--- src/rtl/fetch_controller.sv ---
// Instruction-fetch sequencer: drives the PC enable, the PC mux select and the IF/ID write/flush.
// It reacts to the imem handshake, load-use stalls and EX branch redirects, and locks into a sticky fault on memory timeout.
module fetch_controller #(
    parameter int MEM_TIMEOUT = 16,
    parameter int CNT_W       = 5
) (
    input  logic       clk,
    input  logic       rst,
    input  logic       stall_req,
    input  logic       branch_taken,
    input  logic       imem_ready,
    output logic       imem_req,
    output logic       PCWrite,
    output logic       PCSrc,
    output logic       IF_ID_WriteEnable,
    output logic       IF_ID_Flush,
    output logic       fetch_fault,
    output logic [2:0] state_dbg
);

    typedef enum logic [2:0] {
        IDLE  = 3'd0,
        FETCH = 3'd1,
        WAIT  = 3'd2,
        STALL = 3'd3,
        FAULT = 3'd4
    } state_t;

    localparam logic [CNT_W-1:0] CNT_MAX = CNT_W'(MEM_TIMEOUT - 1);

    state_t           state, state_nxt;
    logic [CNT_W-1:0] wait_cnt, cnt_nxt;

    // Handshake: imem_req is held high while a word is wanted; a cycle with both
    // imem_req and imem_ready high delivers the word for the PC presented that cycle.
    // Outputs are Mealy so that the PC and IF/ID registers act on the same edge.
    always_comb begin
        state_nxt         = state;
        cnt_nxt           = wait_cnt;
        imem_req          = 1'b0;
        PCWrite           = 1'b0;
        PCSrc             = 1'b0;
        IF_ID_WriteEnable = 1'b0;
        IF_ID_Flush       = 1'b0;
        case (state)
            IDLE: state_nxt = FETCH;
            FETCH, WAIT, STALL: begin
                if (branch_taken) begin
                    imem_req    = 1'b1;
                    PCWrite     = 1'b1;
                    PCSrc       = 1'b1;
                    IF_ID_Flush = 1'b1;
                    state_nxt   = FETCH;
                    cnt_nxt     = '0;
                end else if (state == STALL) begin
                    if (!stall_req) state_nxt = FETCH;
                end else begin
                    imem_req = 1'b1;
                    if (imem_ready) begin
                        cnt_nxt = '0;
                        if (stall_req) begin
                            state_nxt = STALL;
                        end else begin
                            PCWrite           = 1'b1;
                            IF_ID_WriteEnable = 1'b1;
                            state_nxt         = FETCH;
                        end
                    end else if (state == FETCH) begin
                        state_nxt = WAIT;
                        cnt_nxt   = CNT_W'(1);
                    end else if (wait_cnt == CNT_MAX) begin
                        state_nxt = FAULT;
                    end else begin
                        cnt_nxt = wait_cnt + 1'b1;
                    end
                end
            end
            FAULT: state_nxt = FAULT;
            default: state_nxt = IDLE;
        endcase
    end

    always_ff @(posedge clk or negedge rst) begin
        if (!rst) begin
            state       <= IDLE;
            wait_cnt    <= '0;
            fetch_fault <= 1'b0;
        end else begin
            state       <= state_nxt;
            wait_cnt    <= cnt_nxt;
            fetch_fault <= (state_nxt == FAULT);
        end
    end

    assign state_dbg = state;

endmodule

--- config.mk ---
export PLATFORM = sky130hd
export DESIGN_NAME = fetch_controller
export DESIGN_NICKNAME = d
export VERILOG_FILES = /design/src/rtl/fetch_controller.sv
export SDC_FILE = /design/constraint.sdc
export NUM_CORES = 1
export LEC_CHECK = 0
export CORE_MARGIN = 2
export CORE_UTILIZATION = 45
export DETAILED_ROUTE_END_ITERATION = 8
export DONT_BUFFER_PORTS = 1
export PLACE_DENSITY = 0.68
export SLEW_MARGIN = 20
export SYNTH_ARGS = -nofsm -noshare
export SYNTH_HDL_FRONTEND = slang
export SYNTH_SLANG_ARGS = --single-unit
--- constraint.sdc ---
create_clock -name clk -period 1.8 [get_ports clk]
set_input_delay 0.27 -clock clk [delete_from_list [all_inputs] [get_ports clk]]
set_output_delay 0.27 -clock clk [all_outputs]
set_load 0.01 [all_outputs]
Yosys cells after proc, flatten, opt, wreduce, memory -nomap -nowiden

Index checks and enable logic that the tools add are counted.
Widths: inputs -> output; s select.

Input port bits: 5
Register bits after elaboration: 9
Output and inout port bits: 9

Reductions and logical operators: 3
Multiplexer cells: 25
Equal/unequal tests: 8
$add $sub $neg: 1

Operators with widths:

| kind                | count |
|---|---|
| $mux 5              | 5 |
| $mux 3              | 6 |
| $mux 1              | 12 |
| $pmux 3 s3          | 1 |
| $eq 3x2->1 const B  | 2 |
| $eq 3x3->1 const B  | 2 |
| $add 5x1->5 const B | 1 |
| $eq 5x4->1 const B  | 1 |
| $ne 4x4->1 const B  | 1 |
| $eq 3x1->1 const B  | 1 |
| $logic_not 3->1     | 1 |
| $reduce_and 3->1    | 1 |
| $reduce_or 3->1     | 1 |
| $mux 2              | 1 |
| $ne 2x2->1 const B  | 1 |

Longest topological paths before layout

Word-level depth: 8
Gate-level depth with buffers: 7
Mapped depth without buffers: 7

Least setup slack after synthesis

Ideal clock, no wire load.

Path type: register to register
Start: register wait_cnt[0]
End: register wait_cnt[1]
Slack: 0.019 ns
Buffers on the path: 0
Arrival time: 1.656 ns
Cell stages (with the launch flop): 8
Library setup time: 0.125 ns
Period minus slack after synthesis: 1.781 ns
Path through: dfrtp_1 -> ha_1 -> and3_1 -> ha_1 -> nand2b_4 -> nand2b_4 -> a31oi_4 -> mux2_4

Longest elaborated chain between the ends: 6
Elaborated cells between the ends (all ways): 9
Those cells by class: 1 x add/sub; 2 x eq/ne; 5 x mux; 1 x reduce/logical

Ends and longest elaborated chain:

| item                   | line | RTL |
|---|---|---|
| from (decl)            | 32   | `logic [CNT_W-1:0] wait_cnt, cnt_nxt;` |
| from (signal assigned) | 90   | `wait_cnt <= cnt_nxt;` |
| $add 5x1->5            | 74   | `cnt_nxt = wait_cnt + 1'b1;` |
| $mux 5                 | 71   | `end else if (wait_cnt == CNT_MAX) begin` |
| $mux 5                 | 68   | `end else if (state == FETCH) begin` |
| $mux 5                 | 59   | `if (imem_ready) begin` |
| $mux 5                 | 55   | `end else if (state == STALL) begin` |
| $mux 5                 | 48   | `if (branch_taken) begin` |

Several ways; a longest one is shown, not always the timed one. The select of a mux whose other input is x is not followed.
A chain may end at the register's enable or synchronous reset.

Final worst setup path

Start: register wait_cnt[0]
End: register wait_cnt[2]

Same word-level chain as after synthesis.

==> flow_summary_export.csv <==
group,metric,value,unit
power_and_ir_drop,power_density,652.0,mW/mm^2
critical_path,crit_family,"simple AND/OR/NAND/NOR gates",
drt,vias_per_cell,5.405,
synth,synth-compound-area-share,0.1601,
sta,max_slew.worst_pin.slew,0.4187,ns
drt,wl_per_cell,13.69,um
drt,finalWirelength,1.150,mm
global_routing,grt.overflow.total,0,
placed_design,placed_cell_area,631.9,um^2
clock_network,clkLatencyLatePin,0.27,ns
die,core,0.001269,mm^2
critical_path,critPathKind,"register to register",
layout,area_delta_synth_final,18.09,%
sta,finClkSkew,0.01122,ns
sta,max_slew_margin,0.7199,
power_and_ir_drop,p_leak,0.0003164,uW
die,dieWidth,40.57,um
clock_network,cts_buffers,3,
hold_path,hold-path-endpoint,"state_dbg[1]$_DFF_PN0_",
placed_design,gp_congestion,0.7489,
clock_network,htree_levels,1,
power_and_ir_drop,irDropWorstVdd,377.6,uV
critical_path,cp.arrival,1.92,ns
critical_path,required,1.99,ns
hold_path,hold_class,"input port to register",
synth,syn_nets,69,
global_routing,antenna_found_initial,0,
die,rows,13,
layout,layout.nets,77,
synth,ys_ff_latch,9,
critical_path,cp.buffers_inverters,1,
run,cap_viol_max_count,0,
global_routing,grt_pass1_wl,1.718,mm
drt,post-route-drc-count,0,
drt,vias,454,
synth,synthAdderAreaFrac,0.04158,
die,start_util,0.4744,
drt,ant_nets,0,
synth,synth_enable_flop_cells,0,
sta,fin_crit,1.737,ns
sta,finalHoldViolCount,0,
die,ioPinCount,14,
die,die_area,0.001646,mm^2
clock_network,cts-root-buf,"clkbuf_4",
critical_path,reg2reg_depth,8,
sta,hold_ws,0.2002,ns
hold_path,worstHoldStart,"stall_req",
placed_design,io_buffers,0,
clock_network,post_cts.repair.setup_buffers,0,
synth,yosysSeqAreaShare,0.3742,
status,status,"completed",
synth,synthSimpleGateAreaFrac,0.2495,
critical_path,start_kind,"register",
global_routing,grt_max_degree,13,
synth,async_reset_ff_frac,1.000,
synth,ys_types,27,
layout,fill_cells,122,
synth,synthXorXnorAreaFrac,0.01455,
synth,synth_mux_area_frac,0.06653,
global_routing,grt_pass1_vias,395,
synth,synthFlopType,"dfrtp_1",
die,die_y,40.57,um
critical_path,crit_chain,"ha_2 -> and3_4 -> ha_4 -> buf_4 -> nor2_4 -> nand3_2 -> or3b_4 -> o221ai_2",
synth,synthCells,62,
sta,finalSetupViolCount,0,
layout,drive_gt1_frac,0.3478,
critical_path,r2r_start,"wait_cnt[0]$_DFFE_PN0P_",
sta,slew_violations,0,
drt,dr.pass1.iters,4,
sta,max_freq,575.6,MHz
clock_network,clkSlewWorstSetupHoldPaths,0.06,ns
synth,synth_warnings,0,
critical_path,cpPeakStageDelay,0.39,ns
synth,synth_top_family_by_area,"simple AND/OR/NAND/NOR gates",
layout,diodes,0,
critical_path,worstPathMaxFanout,3,
clock_network,cts_tree,"built",
global_routing,track_usage,0.1722,
critical_path,end_kind,"register",
drt,drt_iter0_markers,4,
clock_network,clock-sinks,9,
layout,utilization,0.5602,
synth,post_synth.cell_area_avg,9.707,um^2
hold_path,min_path_cells,2,
critical_path,r2r_end,"wait_cnt[2]$_DFFE_PN0P_",
sta,layout_worst_path_cycle_share,0.9651,
clock_network,clk_path_buf_depth,2,
synth,synth_area,601.8,um^2
placed_design,dp_hpwl,840.8,um
layout,design_area,710.7,um^2
critical_path,r2r_setup_slack,0.06,ns
critical_path,cp_slowest_cell,"or3b_4",
cell usage in the layout, fill, tap and decap left out, drive strengths merged:
cell         synthesis  routed
a21oi                3       3
a31oi                3       3
a32oi                1       1
and2b                1       1
and3                 1       1
and4                 1       1
buf                  3       5
clkbuf               0       4
dfrtp                9       9
dlygate4sd3          0       1
ha                   2       2
inv                  8       8
mux2                 2       2
mux2i                1       1
nand2                2       2
nand2b               3       3
nand3                2       2
nor2                10      10
nor3b                1       1
o21ai                2       2
o21bai               1       1
o221ai               2       2
or2b                 1       1
or3                  1       1
or3b                 1       1
xor2                 1       1
cell usage after synthesis (all sizes together), types with 2 or more instances:
library cell | count | area share
nor2 | 10 | 0.062
dfrtp | 9 | 0.37
inv | 8 | 0.050
a21oi | 3 | 0.025
a31oi | 3 | 0.056
buf | 3 | 0.044
nand2b | 3 | 0.056
ha | 2 | 0.042
mux2 | 2 | 0.050
nand2 | 2 | 0.012
nand3 | 2 | 0.017
o21ai | 2 | 0.017
o221ai | 2 | 0.029
worst max path at each step:
stage	cells past startpoint	end	slack, ns	startpoint
after floorplan	7	wait_cnt[1]$_DFFE_PN0P_	0.02	wait_cnt[0]$_DFFE_PN0P_
after global placement	7	wait_cnt[1]$_DFFE_PN0P_	0.003	wait_cnt[0]$_DFFE_PN0P_
after detailed placement	8	wait_cnt[2]$_DFFE_PN0P_	-0.03	wait_cnt[0]$_DFFE_PN0P_
after CTS	8	wait_cnt[2]$_DFFE_PN0P_	0.001	wait_cnt[1]$_DFFE_PN0P_
after global routing	8	wait_cnt[2]$_DFFE_PN0P_	-0.02	wait_cnt[0]$_DFFE_PN0P_
final	8	wait_cnt[2]$_DFFE_PN0P_	0.06	wait_cnt[0]$_DFFE_PN0P_
routing by layer:
metal  share of wire  vias up  GRT usage
li1                -      225          -
met1            0.45      215     0.2271
met2            0.49        9     0.2222
met3           0.044        5     0.1000
met4           0.016        0    0.07500
met5               0        -          0
timing repair:
| action | in CTS | in global routing |
|---|---|---|
| endpoints found under the hold margin | 9 | 0 |
| hold buffers | 1 | 0 |
| gates resized for setup | 4 | 6 |
| cloned | 0 | 0 |
| setup endpoints to repair | 5 | 7 |
| pin swaps | 4 | 3 |
layout make-up:
type                    instances  area, um^2  area share
multi-input cells              42       361.6      0.5088
flip-flops and latches          9       226.5      0.3187
repair buffers                  6       47.55     0.06690
inverters                       8       30.03     0.04225
clock buffers                   4       26.28     0.03697
well taps                      15       18.77     0.02641
registers in the layout, summed over array words and instances (netlist names):
register,cells
wait_cnt,5
fetch_fault,1
state_dbg,3
metrics by stage:
stage | setup WS (ns) | TNS, ns | power [uW] | std cells
after floorplan | 0.01899 | 0 | 288.9 | 62
after global placement | 0.003102 | 0 | 300.7 | 79
after detailed placement | -0.03383 | -0.04127 | 301.7 | 79
after CTS | 0.001440 | 0 | 463.9 | 84
after global routing | -0.01657 | -0.01657 | 494.0 | 84
final | 0.06274 | 0 | 463.4 | 84
report_power, final:
part	leakage, uW	switching (uW)	internal, uW
clock	0.0000150	71.0	85.4
combinational	0.000183	43.7	39.1
sequential	0.000119	14.9	209
total	0.000316	130	334
worst reg2reg max path, stage by stage, from the launching register on:
cell and delay (ns):
dfrtp_1 0.38, ha_2 0.19, and3_4 0.18, ha_4 0.16
buf_4 0.14, nor2_4 0.08, nand3_2 0.09, or3b_4 0.39
o221ai_2 0.07
cells by family (layout without fill, tap and decap cells):
group           after synthesis  after routing
simple gates                 24             24
compound gates               12             12
buf+inv                      11             18
flops                         9              9
mux                           3              3
fa+ha+maj                     2              2
xor+xnor                      1              1
Power figures use the tool's default switching activity.
